$ cat config.mk
export PLATFORM = sky130hd
export DESIGN_NAME = ahb3lite_master
export DESIGN_NICKNAME = d
export VERILOG_FILES = /design/src/rtl/ahb3lite_pkg.sv /design/src/rtl/ahb3lite_master.sv
export SDC_FILE = /design/constraint.sdc
export NUM_CORES = 1
export LEC_CHECK = 0
export BUFFER_PORTS_ARGS = -buffer_cell sky130_fd_sc_hd__buf_2
export CAP_MARGIN = 10
export CORE_AREA = 3 3 137 139
export CTS_BUF_LIST = sky130_fd_sc_hd__clkbuf_8 sky130_fd_sc_hd__clkbuf_16
export CTS_CLUSTER_SIZE = 12
export DETAILED_ROUTE_END_ITERATION = 6
export DIE_AREA = 0 0 140 142
export HOLD_SLACK_MARGIN = 0.05
export PLACE_DENSITY = 0.7
export SLEW_MARGIN = 20
export SYNTH_ARGS = -nofsm -noshare
export SYNTH_HDL_FRONTEND = slang
export SYNTH_SLANG_ARGS = --single-unit
export TNS_END_PERCENT = 100
$ cat constraint.sdc
create_clock -name HCLK -period 9.3 [get_ports HCLK]
set_clock_uncertainty 0.05 [all_clocks]
set_input_delay 0.465 -clock HCLK [delete_from_list [all_inputs] [get_ports HCLK]]
set_output_delay 0.465 -clock HCLK [all_outputs]
set_load 0.02 [all_outputs]
$ cat src/rtl/ahb3lite_pkg.sv
// ahb3lite_pkg: AHB3-Lite transfer encodings shared by the master and its bench.
package ahb3lite_pkg;

  localparam logic [1:0] HTRANS_IDLE   = 2'b00;
  localparam logic [1:0] HTRANS_NONSEQ = 2'b10;
  localparam logic [1:0] HTRANS_SEQ    = 2'b11;

  localparam logic [2:0] HBURST_SINGLE = 3'b000;
  localparam logic [2:0] HBURST_INCR4  = 3'b011;

  localparam logic       HRESP_OKAY    = 1'b0;
  localparam logic       HRESP_ERROR   = 1'b1;

  // Data access, privileged, non-bufferable, non-cacheable.
  localparam logic [3:0] HPROT_DEFAULT = 4'b0011;

endpackage

$ cat src/rtl/ahb3lite_master.sv
// ahb3lite_master: turns one command (SINGLE or INCR4) into AHB3-Lite transfers
// and reports each completed beat on a one-cycle response strobe.
// Build option: define AHB3LITE_MASTER_INCR4_EN to honour cmd_burst (INCR4);
// without it every command is issued as a SINGLE using beat0 of cmd_wdata.
module ahb3lite_master
  import ahb3lite_pkg::*;
#(
  parameter int HADDR_SIZE = 16,
  parameter int HDATA_SIZE = 32
) (
  input  logic                    HCLK,
  input  logic                    HRESETn,
  input  logic                    cmd_valid,
  output logic                    cmd_ready,
  input  logic                    cmd_write,
  input  logic [HADDR_SIZE-1:0]   cmd_addr,
  input  logic [2:0]              cmd_size,
  input  logic                    cmd_burst,
  input  logic [4*HDATA_SIZE-1:0] cmd_wdata,
  output logic                    rsp_valid,
  output logic [HDATA_SIZE-1:0]   rsp_rdata,
  output logic                    rsp_err,
  output logic                    HSEL,
  output logic [HADDR_SIZE-1:0]   HADDR,
  output logic [HDATA_SIZE-1:0]   HWDATA,
  output logic                    HWRITE,
  output logic [2:0]              HSIZE,
  output logic [2:0]              HBURST,
  output logic [3:0]              HPROT,
  output logic [1:0]              HTRANS,
  input  logic [HDATA_SIZE-1:0]   HRDATA,
  input  logic                    HREADY,
  input  logic                    HRESP
);

  typedef enum logic [2:0] {S_IDLE, S_NSEQ, S_BURST, S_LAST, S_ERR} state_e;

  state_e                  state_q, state_d;
  logic [HADDR_SIZE-1:0]   addr_q, addr_d;
  logic                    write_q, write_d;
  logic [2:0]              size_q, size_d;
  logic                    burst_q, burst_d;
  logic [1:0]              beat_q, beat_d;   // beat index of the current address phase
  logic                    rej_q, rej_d;     // previous cycle accepted an illegal command
  logic [4*HDATA_SIZE-1:0] wdata_q, wdata_d;
  logic                    burst_cmd;
  logic [1:0]              dbeat;            // beat index of the current data phase
  logic [HADDR_SIZE-1:0]   addr_inc;

`ifdef AHB3LITE_MASTER_INCR4_EN
  assign burst_cmd = cmd_burst;
`else
  logic unused_cmd_burst;
  assign unused_cmd_burst = cmd_burst;
  assign burst_cmd        = 1'b0;
`endif

  // Sizes above a word and addresses not aligned to the size are refused.
  function automatic logic cmd_legal(input logic [2:0] size, input logic [1:0] addr_lsb);
    case (size)
      3'd0:    cmd_legal = 1'b1;
      3'd1:    cmd_legal = ~addr_lsb[0];
      3'd2:    cmd_legal = (addr_lsb == 2'b00);
      default: cmd_legal = 1'b0;
    endcase
  endfunction

  // Natural modulo-2^HADDR_SIZE wrap of the incrementing burst address.
  assign addr_inc = addr_q + ({{(HADDR_SIZE-1){1'b0}}, 1'b1} << size_q);
  // In BURST the data phase trails the address phase by one beat.
  assign dbeat    = (state_q == S_BURST) ? (beat_q - 2'd1) : beat_q;

  // Control state and bus address/control registers; reset puts the bus idle.
  always_ff @(posedge HCLK or negedge HRESETn) begin
    if (!HRESETn) begin
      state_q <= S_IDLE;
      addr_q  <= '0;
      write_q <= 1'b0;
      size_q  <= 3'd0;
      burst_q <= 1'b0;
      beat_q  <= 2'd0;
      rej_q   <= 1'b0;
    end else begin
      state_q <= state_d;
      addr_q  <= addr_d;
      write_q <= write_d;
      size_q  <= size_d;
      burst_q <= burst_d;
      beat_q  <= beat_d;
      rej_q   <= rej_d;
    end
  end

  // Write beats are only driven during data phases, so they carry no reset.
  always_ff @(posedge HCLK) begin
    wdata_q <= wdata_d;
  end

  // Next-state logic plus all bus and handshake outputs.
  always_comb begin
    state_d   = state_q;
    addr_d    = addr_q;
    write_d   = write_q;
    size_d    = size_q;
    burst_d   = burst_q;
    beat_d    = beat_q;
    rej_d     = 1'b0;
    wdata_d   = wdata_q;
    cmd_ready = 1'b0;
    rsp_valid = 1'b0;
    rsp_err   = 1'b0;
    rsp_rdata = '0;
    HTRANS    = HTRANS_IDLE;
    HSEL      = 1'b0;
    HWDATA    = '0;

    case (state_q)
      S_IDLE: begin
        cmd_ready = HRESETn;
        rsp_valid = rej_q;
        rsp_err   = rej_q;
        if (cmd_valid && HRESETn) begin
          if (cmd_legal(cmd_size, cmd_addr[1:0])) begin
            state_d = S_NSEQ;
            addr_d  = cmd_addr;
            write_d = cmd_write;
            size_d  = cmd_size;
            burst_d = burst_cmd;
            beat_d  = 2'd0;
            wdata_d = cmd_wdata;
          end else begin
            rej_d = 1'b1;
          end
        end
      end
      S_NSEQ: begin
        HTRANS = HTRANS_NONSEQ;
        HSEL   = 1'b1;
        if (HREADY) begin
          if (burst_q) begin
            state_d = S_BURST;
            addr_d  = addr_inc;
            beat_d  = 2'd1;
          end else begin
            state_d = S_LAST;
          end
        end
      end
      S_BURST, S_LAST: begin
        if (state_q == S_BURST) begin
          HTRANS = HTRANS_SEQ;
          HSEL   = 1'b1;
        end
        HWDATA = wdata_q[dbeat*HDATA_SIZE +: HDATA_SIZE];
        if (HREADY) begin
          rsp_valid = 1'b1;
          rsp_err   = (HRESP != HRESP_OKAY);
          rsp_rdata = write_q ? '0 : HRDATA;
          if (state_q == S_LAST) begin
            state_d = S_IDLE;
          end else if (beat_q == 2'd3) begin
            state_d = S_LAST;
          end else begin
            addr_d = addr_inc;
            beat_d = beat_q + 2'd1;
          end
        end else if (HRESP == HRESP_ERROR) begin
          state_d = S_ERR;
        end
      end
      S_ERR: begin
        if (HREADY) begin
          rsp_valid = 1'b1;
          rsp_err   = 1'b1;
          state_d   = S_IDLE;
        end
      end
      default: state_d = S_IDLE;
    endcase
  end

  assign HADDR  = addr_q;
  assign HWRITE = write_q;
  assign HSIZE  = size_q;
  assign HBURST = burst_q ? HBURST_INCR4 : HBURST_SINGLE;
  assign HPROT  = HPROT_DEFAULT;

endmodule
==> impl_metrics.toml <==
[outcome]
status = "finished, final reports clean"

[placed_design]
hpwl_um = 11700
portBuffers = 274
finalWeightedCongestion = 0.781

[synthesis]
ys_types = 60
synth_edf_count = 128
synth_warnings = 0
netlist_area_um2 = 7000
synthArstFlopShare = 0.169
syn_inst = 471
synth_common_cells = "edfxtp_1 (128), and2_1 (66), nand2_1 (33)"
synthTopCellsByArea = "edfxtp_1 (55%), mux4_2 (10%), dfrtp_1 (9.3%)"
synth.avg_cell_area_um2 = 14.9
yosysMostFrequentCell = "edfxtp_1"
synth_top_flop_cell = "edfxtp_1"
synth.largest_area_cell = "edfxtp_1"
ys_seq_elements = 154
yosysSeqAreaShare = 0.642
post-synth-top-area-fraction = 0.549

[sta]
fin_crit_sh = 0.400
fmax_mhz = 269
setup_violations = 0
rsz0062_at_grt = "no"
hold_viol = 0
final-max-slew-violation-count = 0
min_period_ps = 3720
worst_pin_slew_ps = 1050
setup-tns-final_ps = 0
max_slew_margin = 0.298

[global_routing]
grt_use_total = 0.166
antenna_found_initial = 0
grt_pass1_vias = 5014
grt_overflow = 0
grt_pass1_wl_um = 25700
grt_max_degree = 89

[power]
p_switching_uw = 985
p_comb_frac = 0.403
p_leak_nw = 3.88
cell_internal_pwr_mw = 1.69
peakVddDrop_mv = 0.176
cellPowerDensity_nw_per_um2 = 292
clockPowerShare = 0.260
pwr-share-seq = 0.336
switching_share = 0.368

[clock_network]
clock_latency_ps = 420
clk_pin_slew_ps = 80
clock_path_buffers = 2
cts_num_sinks = 154
root_buffer = "clkbuf_16"
htree_levels = 4
cts_made_buffers = 17
cts_tree = "built"
cts_resized = 0

[critical_path]
start_kind = "input pin"
critical_path.endpoint_type = "flip-flop"
crit_path_max_fanout = 88
rrSetupSlack_ps = 6190
required_ps = 9290
crit_type = "in -> reg"
arrival_ps = 3710

[routing]
vias = 4882
drt_iter0_markers = 226
post_drt_wl_per_cell_um = 16.6
ant_nets = 0
viasPerCell = 4.95
firstDrtPassIters = 4
drc = 0
routed_wl_um = 16300

[finish]
multiInputGateArea_um2 = 2340
n_fill_cell = 1530
antennaDiodeCount = 0
drive_above_1_share = 0.468
final_core_util = 0.516
final_nets = 941
area_growth_pct = 31.1
final-seq-area_um2 = 4490

[floorplanning]
fp.dieW_um = 140
num_rows = 49
fp.dieH_um = 142
pin_count = 283
start_util = 0.394
fp.coreArea_um2 = 17800
die_area_um2 = 19900

[hold_path]
min_path_type = "in -> reg"

[flow_run]
cap_violations = 0
-- critical path, cell delays in order --
cell,delay [ps]
dlygate4sd3_1,530
buf_2,540
and4bb_1,310
nor2b_1,200
nand2_2,190
inv_4,500
buf_4,890
-- registers in the layout, summed over array words and instances (netlist names) --
signal / cells
wdata_q: 128
HADDR: 16
HSIZE: 3
state_q: 3
beat_q: 2
HWRITE: 1
rej_q: 1
-- power by group through the flow --
stage | Sequential (mW) | Combinational (mW) | Clock [mW]
after floorplan | 0.931 | 0.791 | 0
after global placement | 0.911 | 1.09 | 0
after detailed placement | 0.913 | 1.10 | 0
after CTS | 0.898 | 1.10 | 0.712
after global routing | 0.911 | 1.19 | 0.742
final | 0.900 | 1.08 | 0.696
-- routing by layer --
metal  share of wire  up-vias  GRT usage
met3           0.081       17     0.0598
met1            0.39     2333      0.193
met4           0.015        0     0.0530
met5               0        -          0
met2            0.51      209      0.291
li1                -     2323          -
-- repair_timing --
action | CTS | global route
endpoints found under the hold margin | 26 | 0
hold buffers | 1 | 0
setup buffers | 0 | 0
-- layout by cell type, fill, tap and decap left out, types with 5 or more instances in the layout --
| cell type | n |
|---|---|
| buf_2 | 274 |
| edfxtp_1 | 128 |
| and2_1 | 66 |
| nand2_1 | 33 |
| mux4_2 | 32 |
| nor2_1 | 27 |
| dfrtp_1 | 26 |
| clkbuf_16 | 17 |
| o21ai_0 | 11 |
| a21oi_1 | 11 |
| ha_1 | 9 |
| a31oi_1 | 8 |
| nand3_1 | 7 |
| conb_1 | 7 |
| inv_1 | 5 |
| o22ai_1 | 5 |
| inv_8 | 5 |
| buf_4 | 5 |
-- path summary, 6_finish.rpt --
check	startpoint	end	cells after the start
max	HRESETn	wdata_q[72]	7
min in group asynchronous	HRESETn	HADDR[11]	2
max reg2reg	state_q[2]	wdata_q[72]	5
max in group asynchronous	HRESETn	HADDR[6]	2
min	cmd_wdata[78]	wdata_q[78]	1
min reg2reg	HADDR[13]	HADDR[13]	1
-- kinds of logic (layout without fill, tap and decap cells) --
kind of cell / after synthesis / in the layout / synth area share
flip-flops: 154 / 154 / 0.642
multiplexers: 35 / 35 / 0.107
AND/OR/NAND/NOR: 165 / 165 / 0.131
adder cells (fa/ha/maj): 10 / 10 / 0.0190
buffers and inverters: 36 / 318 / 0.0293
XOR/XNOR: 5 / 5 / 0.00894
other: 2 / 7 / 0.00107
AO/OA/AOI/OAI: 64 / 64 / 0.0613
-- through the flow --
step | std cells | setup slack (ps) | area (um^2) | hold WS, ps | power, mW
2_1_floorplan | 476 | 6200 | 7020 | 119 | 1.72
3_3_place_gp | 954 | 5640 | 8550 | 429 | 2.00
3_5_place_dp | 954 | 5560 | 8550 | 432 | 2.01
4_1_cts | 987 | 5460 | 9170 | 140 | 2.71
5_1_grt | 987 | 5240 | 9170 | 136 | 2.84
6_report | 987 | 5580 | 9170 | 156 | 2.67
-- cell type report --
cell class | instances | area share
Tap cell | 229 | 0.0312
Clock inverter | 15 | 0.0198
Sequential cell | 154 | 0.490
Multi-Input combinational cell | 286 | 0.255
Inverter | 6 | 0.00273
Timing Repair Buffer | 280 | 0.155
Clock buffer | 17 | 0.0464
No activity file was read; power rests on OpenSTA's default activity.
